===== src/rtl/mig_request_responder_if.sv =====
// Core-side device request bus and MIG app-interface signals around mig_request_responder.
// slave = responder view, master = core arbiter / MIG side view.
interface mig_request_responder_if #(
    parameter int unsigned ADDR_WIDTH     = 28,
    parameter int unsigned APP_DATA_WIDTH = 128,
    parameter int unsigned APP_MASK_WIDTH = 16
);
    logic                      init_calib_complete;
    logic [31:0]               device_addr;
    logic                      device_read_en;
    logic                      device_write_en;
    logic [31:0]               device_data_out;
    logic [31:0]               device_data_in;
    logic                      device_ack;
    logic                      device_error;
    logic                      device_busy;
    logic [ADDR_WIDTH-1:0]     app_addr;
    logic [2:0]                app_cmd;
    logic                      app_en;
    logic                      app_rdy;
    logic [APP_DATA_WIDTH-1:0] app_wdf_data;
    logic [APP_MASK_WIDTH-1:0] app_wdf_mask;
    logic                      app_wdf_wren;
    logic                      app_wdf_end;
    logic                      app_wdf_rdy;
    logic [APP_DATA_WIDTH-1:0] app_rd_data;
    logic                      app_rd_data_valid;

    modport slave (
        input  init_calib_complete, device_addr, device_read_en, device_write_en,
               device_data_out, app_rdy, app_wdf_rdy, app_rd_data, app_rd_data_valid,
        output device_data_in, device_ack, device_error, device_busy, app_addr, app_cmd,
               app_en, app_wdf_data, app_wdf_mask, app_wdf_wren, app_wdf_end
    );

    modport master (
        output init_calib_complete, device_addr, device_read_en, device_write_en,
               device_data_out, app_rdy, app_wdf_rdy, app_rd_data, app_rd_data_valid,
        input  device_data_in, device_ack, device_error, device_busy, app_addr, app_cmd,
               app_en, app_wdf_data, app_wdf_mask, app_wdf_wren, app_wdf_end
    );
endinterface


===== src/rtl/mig_request_responder.sv =====
// Turns single 32-bit core word requests into MIG DDR3 app-interface commands.
// Define RESP_LINE_BUFFER_EN to add a one-line read buffer in front of the MIG.
module mig_request_responder #(
    parameter int unsigned ADDR_WIDTH     = 28,
    parameter int unsigned APP_DATA_WIDTH = 128,
    parameter int unsigned APP_MASK_WIDTH = 16,
    parameter int unsigned TIMEOUT_CYCLES = 1023
) (
    input logic                    clk,
    input logic                    reset,
    mig_request_responder_if.slave bus
);
    localparam int unsigned     CntW     = $clog2(TIMEOUT_CYCLES + 1);
    localparam int unsigned     TagW     = ADDR_WIDTH - 3;
    localparam logic [2:0]      CmdWrite = 3'b000;
    localparam logic [2:0]      CmdRead  = 3'b001;
    localparam logic [CntW-1:0] CntLast  = CntW'(TIMEOUT_CYCLES - 1);

    typedef enum logic [2:0] {StIdle, StWrite, StRcmd, StRwait, StDone} state_e;

    state_e                    state_q, state_d;
    logic [CntW-1:0]           cnt_q, cnt_d;
    logic [1:0]                lane_q, lane_d;
    logic                      cmd_ok_q, cmd_ok_d, dat_ok_q, dat_ok_d;
    logic [31:0]               data_in_q, data_in_d;
    logic                      ack_q, ack_d, err_q, err_d;
    logic [ADDR_WIDTH-1:0]     addr_q, addr_d;
    logic [2:0]                cmd_q, cmd_d;
    logic                      en_q, en_d, wren_q, wren_d;
    logic [APP_DATA_WIDTH-1:0] wdata_q, wdata_d;
    logic [APP_MASK_WIDTH-1:0] wmask_q, wmask_d;
    logic                      timeout;
    logic                      unused_addr;

    assign unused_addr = ^{bus.device_addr[31:ADDR_WIDTH+1], bus.device_addr[1:0]};
    assign timeout     = (cnt_q == CntLast);

`ifdef RESP_LINE_BUFFER_EN
    logic [APP_DATA_WIDTH-1:0] line_q, line_d;
    logic [TagW-1:0]           tag_q, tag_d;
    logic                      lvalid_q, lvalid_d;
    logic                      rd_hit, wr_hit;

    assign rd_hit = lvalid_q && (tag_q == bus.device_addr[ADDR_WIDTH:4]);
    assign wr_hit = lvalid_q && (tag_q == addr_q[ADDR_WIDTH-1:3]);
`endif

    always_comb begin
        state_d   = state_q;
        cnt_d     = '0;
        lane_d    = lane_q;
        cmd_ok_d  = cmd_ok_q;
        dat_ok_d  = dat_ok_q;
        data_in_d = data_in_q;
        ack_d     = 1'b0;
        err_d     = 1'b0;
        addr_d    = addr_q;
        cmd_d     = cmd_q;
        en_d      = en_q;
        wren_d    = wren_q;
        wdata_d   = wdata_q;
        wmask_d   = wmask_q;
`ifdef RESP_LINE_BUFFER_EN
        line_d    = line_q;
        tag_d     = tag_q;
        lvalid_d  = lvalid_q;
`endif
        unique case (state_q)
            StIdle: begin
                if (bus.init_calib_complete && (bus.device_write_en || bus.device_read_en)) begin
                    addr_d = {bus.device_addr[ADDR_WIDTH:4], 3'b000};
                    lane_d = bus.device_addr[3:2];
                    if (bus.device_write_en) begin
                        cmd_d    = CmdWrite;
                        wdata_d  = {(APP_DATA_WIDTH/32){bus.device_data_out}};
                        wmask_d  = ~({{(APP_MASK_WIDTH-4){1'b0}}, 4'hF} << {bus.device_addr[3:2], 2'b00});
                        en_d     = 1'b1;
                        wren_d   = 1'b1;
                        cmd_ok_d = 1'b0;
                        dat_ok_d = 1'b0;
                        state_d  = StWrite;
                    end else begin
                        cmd_d   = CmdRead;
                        en_d    = 1'b1;
                        state_d = StRcmd;
`ifdef RESP_LINE_BUFFER_EN
                        if (rd_hit) begin
                            data_in_d = line_q[32*bus.device_addr[3:2] +: 32];
                            ack_d     = 1'b1;
                            en_d      = 1'b0;
                            state_d   = StDone;
                        end
`endif
                    end
                end
            end
            StWrite: begin
                cnt_d = cnt_q + 1'b1;
                // Command and data channels are accepted independently.
                if (en_q && bus.app_rdy) begin
                    en_d     = 1'b0;
                    cmd_ok_d = 1'b1;
                end
                if (wren_q && bus.app_wdf_rdy) begin
                    wren_d   = 1'b0;
                    dat_ok_d = 1'b1;
                end
                if (cmd_ok_q && dat_ok_q) begin
                    ack_d   = 1'b1;
                    state_d = StDone;
`ifdef RESP_LINE_BUFFER_EN
                    if (wr_hit) line_d[32*lane_q +: 32] = wdata_q[31:0];
`endif
                end else if (timeout) begin
                    en_d    = 1'b0;
                    wren_d  = 1'b0;
                    ack_d   = 1'b1;
                    err_d   = 1'b1;
                    state_d = StDone;
`ifdef RESP_LINE_BUFFER_EN
                    lvalid_d = 1'b0;
`endif
                end
            end
            StRcmd: begin
                cnt_d = cnt_q + 1'b1;
                if (bus.app_rdy) begin
                    en_d    = 1'b0;
                    state_d = StRwait;
                end else if (timeout) begin
                    en_d    = 1'b0;
                    ack_d   = 1'b1;
                    err_d   = 1'b1;
                    state_d = StDone;
`ifdef RESP_LINE_BUFFER_EN
                    lvalid_d = 1'b0;
`endif
                end
            end
            StRwait: begin
                cnt_d = cnt_q + 1'b1;
                if (bus.app_rd_data_valid) begin
                    data_in_d = bus.app_rd_data[32*lane_q +: 32];
                    ack_d     = 1'b1;
                    state_d   = StDone;
`ifdef RESP_LINE_BUFFER_EN
                    line_d   = bus.app_rd_data;
                    tag_d    = addr_q[ADDR_WIDTH-1:3];
                    lvalid_d = 1'b1;
`endif
                end else if (timeout) begin
                    ack_d   = 1'b1;
                    err_d   = 1'b1;
                    state_d = StDone;
`ifdef RESP_LINE_BUFFER_EN
                    lvalid_d = 1'b0;
`endif
                end
            end
            StDone:  state_d = StIdle;
            default: state_d = StIdle;
        endcase
        if (state_d != state_q) cnt_d = '0;
    end

    always_ff @(posedge clk or negedge reset) begin
        if (!reset) begin
            state_q   <= StIdle;
            cnt_q     <= '0;
            lane_q    <= '0;
            cmd_ok_q  <= 1'b0;
            dat_ok_q  <= 1'b0;
            data_in_q <= '0;
            ack_q     <= 1'b0;
            err_q     <= 1'b0;
            addr_q    <= '0;
            cmd_q     <= '0;
            en_q      <= 1'b0;
            wren_q    <= 1'b0;
            wdata_q   <= '0;
            wmask_q   <= '1;
        end else begin
            state_q   <= state_d;
            cnt_q     <= cnt_d;
            lane_q    <= lane_d;
            cmd_ok_q  <= cmd_ok_d;
            dat_ok_q  <= dat_ok_d;
            data_in_q <= data_in_d;
            ack_q     <= ack_d;
            err_q     <= err_d;
            addr_q    <= addr_d;
            cmd_q     <= cmd_d;
            en_q      <= en_d;
            wren_q    <= wren_d;
            wdata_q   <= wdata_d;
            wmask_q   <= wmask_d;
        end
    end

`ifdef RESP_LINE_BUFFER_EN
    always_ff @(posedge clk or negedge reset) begin
        if (!reset) begin
            line_q   <= '0;
            tag_q    <= '0;
            lvalid_q <= 1'b0;
        end else begin
            line_q   <= line_d;
            tag_q    <= tag_d;
            lvalid_q <= lvalid_d;
        end
    end
`endif

    assign bus.device_data_in = data_in_q;
    assign bus.device_ack     = ack_q;
    assign bus.device_error   = err_q;
    assign bus.device_busy    = (state_q != StIdle) || !bus.init_calib_complete;
    assign bus.app_addr       = addr_q;
    assign bus.app_cmd        = cmd_q;
    assign bus.app_en         = en_q;
    assign bus.app_wdf_data   = wdata_q;
    assign bus.app_wdf_mask   = wmask_q;
    assign bus.app_wdf_wren   = wren_q;
    assign bus.app_wdf_end    = 1'b1;
endmodule


===== src/flat_wrapper.sv =====
// flat-port wrapper written by rule: the top's interface ports become plain ports
module mig_request_responder_flat 
#(
    parameter int unsigned ADDR_WIDTH     = 28,
    parameter int unsigned APP_DATA_WIDTH = 128,
    parameter int unsigned APP_MASK_WIDTH = 16,
    parameter int unsigned TIMEOUT_CYCLES = 1023
)
  (clk, reset, bus_init_calib_complete, bus_device_addr, bus_device_read_en, bus_device_write_en, bus_device_data_out, bus_app_rdy, bus_app_wdf_rdy, bus_app_rd_data, bus_app_rd_data_valid, bus_device_data_in, bus_device_ack, bus_device_error, bus_device_busy, bus_app_addr, bus_app_cmd, bus_app_en, bus_app_wdf_data, bus_app_wdf_mask, bus_app_wdf_wren, bus_app_wdf_end);
  mig_request_responder_if #(.ADDR_WIDTH(ADDR_WIDTH), .APP_DATA_WIDTH(APP_DATA_WIDTH), .APP_MASK_WIDTH(APP_MASK_WIDTH)) bus_i ();
  input logic clk;
  input logic reset;
  input wire logic [$bits(bus_i.init_calib_complete)-1:0] bus_init_calib_complete;
  input wire logic [$bits(bus_i.device_addr)-1:0] bus_device_addr;
  input wire logic [$bits(bus_i.device_read_en)-1:0] bus_device_read_en;
  input wire logic [$bits(bus_i.device_write_en)-1:0] bus_device_write_en;
  input wire logic [$bits(bus_i.device_data_out)-1:0] bus_device_data_out;
  input wire logic [$bits(bus_i.app_rdy)-1:0] bus_app_rdy;
  input wire logic [$bits(bus_i.app_wdf_rdy)-1:0] bus_app_wdf_rdy;
  input wire logic [$bits(bus_i.app_rd_data)-1:0] bus_app_rd_data;
  input wire logic [$bits(bus_i.app_rd_data_valid)-1:0] bus_app_rd_data_valid;
  output wire logic [$bits(bus_i.device_data_in)-1:0] bus_device_data_in;
  output wire logic [$bits(bus_i.device_ack)-1:0] bus_device_ack;
  output wire logic [$bits(bus_i.device_error)-1:0] bus_device_error;
  output wire logic [$bits(bus_i.device_busy)-1:0] bus_device_busy;
  output wire logic [$bits(bus_i.app_addr)-1:0] bus_app_addr;
  output wire logic [$bits(bus_i.app_cmd)-1:0] bus_app_cmd;
  output wire logic [$bits(bus_i.app_en)-1:0] bus_app_en;
  output wire logic [$bits(bus_i.app_wdf_data)-1:0] bus_app_wdf_data;
  output wire logic [$bits(bus_i.app_wdf_mask)-1:0] bus_app_wdf_mask;
  output wire logic [$bits(bus_i.app_wdf_wren)-1:0] bus_app_wdf_wren;
  output wire logic [$bits(bus_i.app_wdf_end)-1:0] bus_app_wdf_end;
  assign bus_i.init_calib_complete = bus_init_calib_complete;
  assign bus_i.device_addr = bus_device_addr;
  assign bus_i.device_read_en = bus_device_read_en;
  assign bus_i.device_write_en = bus_device_write_en;
  assign bus_i.device_data_out = bus_device_data_out;
  assign bus_i.app_rdy = bus_app_rdy;
  assign bus_i.app_wdf_rdy = bus_app_wdf_rdy;
  assign bus_i.app_rd_data = bus_app_rd_data;
  assign bus_i.app_rd_data_valid = bus_app_rd_data_valid;
  assign bus_device_data_in = bus_i.device_data_in;
  assign bus_device_ack = bus_i.device_ack;
  assign bus_device_error = bus_i.device_error;
  assign bus_device_busy = bus_i.device_busy;
  assign bus_app_addr = bus_i.app_addr;
  assign bus_app_cmd = bus_i.app_cmd;
  assign bus_app_en = bus_i.app_en;
  assign bus_app_wdf_data = bus_i.app_wdf_data;
  assign bus_app_wdf_mask = bus_i.app_wdf_mask;
  assign bus_app_wdf_wren = bus_i.app_wdf_wren;
  assign bus_app_wdf_end = bus_i.app_wdf_end;
  mig_request_responder #(.ADDR_WIDTH(ADDR_WIDTH), .APP_DATA_WIDTH(APP_DATA_WIDTH), .APP_MASK_WIDTH(APP_MASK_WIDTH), .TIMEOUT_CYCLES(TIMEOUT_CYCLES)) u_core (.clk(clk), .reset(reset), .bus(bus_i));
endmodule

===== config.mk =====
export PLATFORM = sky130hd
export DESIGN_NAME = mig_request_responder_flat
export DESIGN_NICKNAME = d
export VERILOG_FILES = /design/src/rtl/mig_request_responder_if.sv /design/src/rtl/mig_request_responder.sv /design/src/flat_wrapper.sv
export SDC_FILE = /design/constraint.sdc
export NUM_CORES = 1
export LEC_CHECK = 0
export ABC_AREA = 1
export ABC_CLOCK_PERIOD_IN_PS = 1800
export BUFFER_PORTS_ARGS = -buffer_cell sky130_fd_sc_hd__buf_2
export CORE_AREA = 3 3 161 163
export DETAILED_ROUTE_END_ITERATION = 10
export DIE_AREA = 0 0 164 166
export HOLD_SLACK_MARGIN = 0.03
export SLEW_MARGIN = 20
export SYNTH_ARGS = -nofsm -noshare
export SYNTH_HDL_FRONTEND = slang
export SYNTH_SLANG_ARGS = --single-unit

===== constraint.sdc =====
create_clock -name clk -period 1.8 [get_ports clk]
set_clock_uncertainty 0.1 [all_clocks]
set_input_delay 0.09 -clock clk [delete_from_list [all_inputs] [get_ports clk]]
set_output_delay 0.09 -clock clk [all_outputs]
set_load 0.05 [all_outputs]

==> results of run 1 <==
==> cell usage after synthesis, drive strengths merged <==
| cell | count |
|---|---|
| nor2 | 113 |
| a21oi | 3 |
| clkbuf | 15 |
| inv | 32 |
| o21a | 1 |
| conb | 2 |
| dfstp | 4 |
| o32ai | 32 |
| nand3 | 17 |
| a211oi | 1 |
| nor3 | 10 |
| ha | 2 |
| buf | 138 |
| or2 | 3 |
| dfrtp | 111 |
| a2bb2oi | 1 |
| o21bai | 4 |
| nand2 | 315 |
| o21ai | 45 |
| nand4 | 5 |
==> kinds of logic (layout without fill, tap and decap cells) <==
logic type	Yosys count	after routing
simple gates	463	463
buf+inv	185	665
flops	115	115
compound gates	87	87
fa+ha+maj	2	2
other cells	2	6
==> what timing repair did <==
| item | 4_1_cts | 5_1_grt |
|---|---|---|
| resized for setup | 0 | 1 |
| endpoints found under the setup margin | 0 | 2 |
| hold buffers | 183 | 0 |
| hold endpoints to repair | 213 | 0 |
==> registers in the layout, indices dropped and copies added, names as in the netlist <==
signal	count
u_core.cmd_ok_q	1
u_core.dat_ok_q	1
u_core.bus.app_wdf_data	32
u_core.lane_q	2
u_core.cnt_q	10
u_core.state_q	3
u_core.bus.app_addr	25
u_core.bus.app_en	1
u_core.bus.device_ack	1
u_core.bus.app_cmd	1
u_core.bus.app_wdf_mask	4
u_core.bus.device_error	1
u_core.bus.app_wdf_wren	1
u_core.bus.device_data_in	32
==> stage by stage <==
stage | setup TNS [ps] | setup slack [ps] | cell area, um^2 | instances
CTS | 0 | 84.0 | 10600 | 1662
global placement | 0 | 169 | 8140 | 1447
finish | 0 | 112 | 10600 | 1662
global route | -23.8 | -23.8 | 10600 | 1662
detailed placement | 0 | 160 | 8140 | 1447
floorplan | 0 | 335 | 6550 | 858
==> metal layers <==
metal,share of wire,vias up,wire (um)
li1,-,3533,-
met1,0.40,3291,9470
met2,0.48,361,11600
met3,0.073,81,1750
met4,0.047,0,1120
met5,0,-,0
==> tightest hold or removal path: stages <==
cell     delay (ps)
buf_2           120
o21ai_0         140
nor2_1           60
nand3_1          60
a21oi_1          50
==> worst min-delay path by stage <==
stage | end | slack, ps | cells past startpoint
after floorplan | u_core.bus.app_addr[10] | -310 | 0
after global placement | u_core.bus.app_addr[18] | -50 | 1
after detailed placement | u_core.bus.app_addr[18] | -50 | 1
after CTS | u_core.bus.app_addr[15] | 40 | 2
after global routing | u_core.bus.device_data_in[4] | 70 | 5
final | u_core.cmd_ok_q | 60 | 5
==> cell type report <==
class                           count  area, um^2
Sequential cell                   115        2890
Multi-Input combinational cell    558        2510
Clock buffer                       19         433
Fill cell                        2310       13900
Tap cell                          324         405
Inverter                           32         121
Timing Repair Buffer              601        4060
Clock inverter                     13         160
==> power by group through the flow <==
stage | clock, mW | combinational [mW] | sequential, mW
global route | 3.67 | 15.3 | 4.96
CTS | 3.56 | 14.5 | 4.75
detailed placement | 0 | 14.2 | 4.76
floorplan | 0 | 8.70 | 8.28
global placement | 0 | 14.1 | 4.75
finish | 3.42 | 14.5 | 4.76
==> summary.md, run 1 <==
| Metric | Value |
|---|---|
| Fin crit share | 0.938 |
| Minimum clock period | 1690 ps |
| Worst hold slack | roughly 56 ps |
| # Post-CTS Setup Buffers | 0 |
| Crit path launch type | flip-flop |
| TritonCTS Sinks | 115 |
| Post-Syn Area | around 6500 um^2 |
| Synth unique cells | 30 |
| Reg clk slew, reported paths | approximately 60 ps |
| Worst vdd ir | 1.54 mV |
| Post-Synth Simple-Gate Area | 0.289 |
| Leak | 5.72 nW |
| Compound-cell area share of the yosys netlist | 0.0879 |
| Pre-antenna DRT Iters | 4 |
| Synth Area in Adders | 0.00383 |
| Comb power frac | 0.639 |
| Final nets | 1527 |
| Largest family of logic cells by synthesized area | simple AND/OR/NAND/NOR gates |
| Most Crowded Layer GR | met2 |
| Seq pwr share | 0.210 |
| DR iter-0 viols | about 340 |
| Largest net degree at the start of global routing | 66 |
| Switch share | 0.595 |
| Starting Density | 0.267 |
| CP max FO | 5 |
| Rows | 57 |
| CP Data Arrival Time | ~1500 ps |
| Top cells by area, synth | dfrtp_1 (43%), nand2_1 (18%), buf_4 (13%) |
| Clock power share | 0.151 |
| Via-per-instance ratio | 4.37 |
| Net Switching | 13.5 mW |
| Yosys warns | 0 |
| Final Setup Violations | 0 |
| R2R Setup Slk | 150 ps |
| Outcome | complete, no violations |
| N_diodes | 0 |
| Global-route wire length before repair | 37700 um |
| HPWL Detailed | 16000 um |
| Final WL | 23900 um |
| Critical path depth | 5 |
| Pwr Total | approximately 23 mW |
| Reg2reg path depth | 9 |
| Post-DR wirelength/cell | around 14 um |
| Most used cell, CP | nand2_1 |
| Most common cell after layout, fill and taps aside | buf_2 |
| Crit path kind | flip-flop to primary output |
| Syn Area/Cell | about 7.6 um^2 |
| Gr usage total | 0.172 |
| Max Buffers Root-to-Sink | 2 |
| Reg-to-reg startpoint | u_core.cnt_q[0] |
| Sequential area share after synthesis | 0.441 |
| Boundary Pins | 413 |
| Reg2reg end | u_core.cnt_q[9] |
| Hold/Removal Path Class | input port to flip-flop |
| Layout cells sized above 1 | 0.363 |
| Chip width | 164 um |
| CORE AREA | 24500 um^2 |
| Num CTS Buffers | 17 |
| Final slew viol count | 0 |
| Mapped Cells | approximately 850 |
| Post-synthesis to final-layout area growth | 61.8% |
| Yosys top cell area share | 0.425 |
| RSZ-0062 raised after global routing | yes |
| Max stage delay on crit path | 430 ps |
| CP Capture Type | primary output |
| Worst-skew pair later-pin latency | 400 ps |
| Cell family with most CP delay | flip-flops |
| Min-delay src | bus_device_write_en |
| Port Buffers | 401 |
| Crit. Startpoint | u_core.state_q[1] |
| Required @ worst endpoint | around 1600 ps |
| Most frequent cells in the layout | buf_2 (400), nand2_1 (309), dlygate4sd3_1 (183) |
| DIE AREA | 27200 um^2 |
| Post-Synth XOR/XNOR Area | 0 |
| Mux cell area share after synthesis | 0 |
| Die H | 166 um |
| Fin. Hold Viols | 0 |
| RD Place Congestion | 0.823 |
| H-tree Lvls | 4 |
| Vias in the first global route | 7481 |
| Critical path, cell by cell | nor2_2 -> nand2_1 -> inv_2 -> nand2_1 -> buf_2 |
| Synth area leader | dfrtp_1 |
| Drc violations | 0 |
| Int Power | 9.19 mW |
| Synth Register Bits | 115 |
| Cell Pwr Density | 2150 nW/um^2 |
| Congestion Overflow GR | 0 |
| Buffers plus inverters on the worst setup path | 2 |
| DRT antenna net count | 0 |
| Slowest CP cell | dfrtp_1 |
| Met1 usage | 0.190 |
| Clock Tree Root | clkbuf_16 |
| Fin util | 0.432 |
| Via count | 7266 |
| M3 GR Usage | 0.0504 |
| Fmax | 592 MHz |
| TritonCTS clock tree | done |
| Max cap viols | 0 |
| Critical Path End | bus_device_busy |
| Initial antenna violation count | 0 |
| Met2 usage | 0.296 |
Note: power is estimated with default switching activity, not from simulation.
==> run 2: changes to the inputs <==
==> constraint.sdc (replaced) <==
create_clock -name clk -period 1.8 [get_ports clk]
set_clock_uncertainty 0.1 [all_clocks]
set_input_delay 0.45 -clock clk [delete_from_list [all_inputs] [get_ports clk]]
set_output_delay 0.45 -clock clk [all_outputs]
set_load 0.05 [all_outputs]
==> run 2 against run 1 <==
The run now ends with negative setup slack left. Critical path depth did not move. Cell area fell by 15%. First-iteration DRC count fell by 25%.
==> summary.md, run 2 (synthesis results as in run 1) <==
| Metric | Value |
|---|---|
| Outcome | finished, violations left |
| Failing checks | negative setup slack |
| Fmax | 538 MHz |
| DIE AREA | ~27000 um^2 |
| Finished Cell Area | 8950 um^2 |
| Max cap viols | 0 |
| Final nets | between 1000 and 1500 |
| Clock Tree Root | clkbuf_16 |
| HPWL Detailed | 15800 um |
| CP Capture Type | primary output |
| Crit. Startpoint | u_core.state_q[2] |
| Post-synthesis to final-layout area growth | 37.1% |
| Final Setup Violations | 8 |
| Pre-antenna DRT Iters | 4 |
| Hold path depth | 3 |
| Hold Crit Endpoint | u_core.bus.app_addr[13] |
| Congestion Overflow GR | 0 |
| Reg-to-reg startpoint | u_core.cnt_q[0] |
| Die H | 166 um |
| Global-route wire length before repair | around 33000 um |
| RSZ-0062 raised after global routing | yes |
| Reg2reg path depth | 9 |
| DR iter-0 viols | between 200 and 300 |
| Fillers | 2568 |
| CORE AREA | 24500 um^2 |
| Port Buffers | 401 |
| Starting Density | 0.267 |
| Area occupied by multi-input gates | 2530 um^2 |
| CP Data Arrival Time | 1310 ps |
| Layout cells sized above 1 | 0.427 |
| Most frequent cells in the layout | buf_2 (379), nand2_1 (307), nor2_1 (110) |
| Via count | 6362 |
| CP max FO | 3 |
| Via-per-instance ratio | roughly 4.3 |
| Gr usage total | 0.150 |
| Required @ worst endpoint | 1250 ps |
| Hold/Removal Path Class | input port to flip-flop |
| Initial antenna violation count | 1 |
| Crit path kind | flip-flop to primary output |
| Largest net degree at the start of global routing | 66 |
| Minimum clock period | 1860 ps |
| Vias in the first global route | 6172 |
| Final TNS setup | -185 ps |
| Final setup margin | -60.0 ps |
| RD Place Congestion | approximately 0.8 |
| Num CTS Buffers | 17 |
| R2R Setup Slk | 160 ps |
| Final slew viol count | 0 |
| Slew at the pin closest to its max-slew limit | roughly 520 ps |
| Chip width | 164 um |
| Crit path launch type | flip-flop |
| Post-DP Area | 8120 um^2 |
| Fin crit share | 1.03 |
| Fin. Hold Viols | 0 |
| Reg area | 2890 um^2 |
| DRT antenna net count | 0 |
| Reg2reg end | u_core.cnt_q[9] |
| Most common cell after layout, fill and taps aside | buf_2 |
| TritonCTS Sinks | 115 |
| Boundary Pins | approximately 410 |
| Post-DR wirelength/cell | 14.3 um |
| TritonCTS clock tree | done |
| Rows | 57 |
| Final WL | 21200 um |
| H-tree Lvls | 4 |
| Drc violations | 0 |
| Worst slew margin | 0.655 |
| Min-delay src | bus_device_addr[14] |
| Reg clk slew, reported paths | about 60 ps |
| Worst-skew pair later-pin latency | about 400 ps |
| Max Buffers Root-to-Sink | 2 |
-- run 2: cell types whose count changed in the layout (fill, tap and decap cells not counted), moves of 2 or more --
cell and delta:
clkbuf_4 +4, nand2_1 -2, buf_2 -21, buf_6 +10, buf_4 +2, nand2_2 +2
nor2_1 -2, dlygate4sd3_1 -182, buf_12 +3, buf_8 +4
-- run 2: area by class of cell --
type	instances	share of cell area
tap	324	0.0453
multi-input combinational	558	0.282
antenna	1	0.000279
clock inverter	12	0.0175
clock buffer	20	0.0499
inverter	32	0.0136
timing repair buffer	421	0.269
sequential	115	0.322
-- run 2: repair_timing --
| action | 4_1_cts | 5_1_grt |
|---|---|---|
| setup endpoints to repair | 17 | 31 |
| endpoints found under the hold margin | 111 | 0 |
| resized for setup | 28 | 29 |
| buffers inserted | 3 | 1 |
| pin swaps | 2 | 0 |
| hold buffers | 1 | 0 |
-- run 2: per-layer routing --
metal	GRT usage	wire length (um)	vias to the layer above
met5	0	0	-
met4	0.0368	363	0
met3	0.0464	1670	24
met2	0.262	10500	269
met1	0.177	8660	2896
li1	-	-	3173
-- run 2: stage by stage --
step	cells	utilization	hold WS (ps)	worst slack, ps
6_report	1483	0.366	129	-60.0
5_1_grt	1483	0.366	113	-132
4_1_cts	1481	0.361	108	-81.0
3_5_place_dp	1445	0.332	360	38.6
3_3_place_gp	1445	0.332	357	96.1
2_1_floorplan	858	-	54.4	191
-- run 2: worst max-delay path by stage --
stage	endpoint	slack (ps)	depth (start not counted)
3_5_place_dp	u_core.bus.device_error	40	8
6_report	bus_device_busy	-60	5
3_3_place_gp	u_core.bus.app_wdf_mask[14]	100	5
4_1_cts	bus_device_busy	-80	5
2_1_floorplan	bus_device_busy	190	4
5_1_grt	bus_device_busy	-130	5
-- run 2: worst max-delay path, stage by stage, from the launching register on --
cell and delay (ps):
dfrtp_1 410, nor2_4 170, nand2_2 80, inv_2 70, nand2_2 50, buf_6 140
Power of run 2 is not shown: default switching activity piles up to over one toggle a cycle in this logic, so the estimate is an artifact.
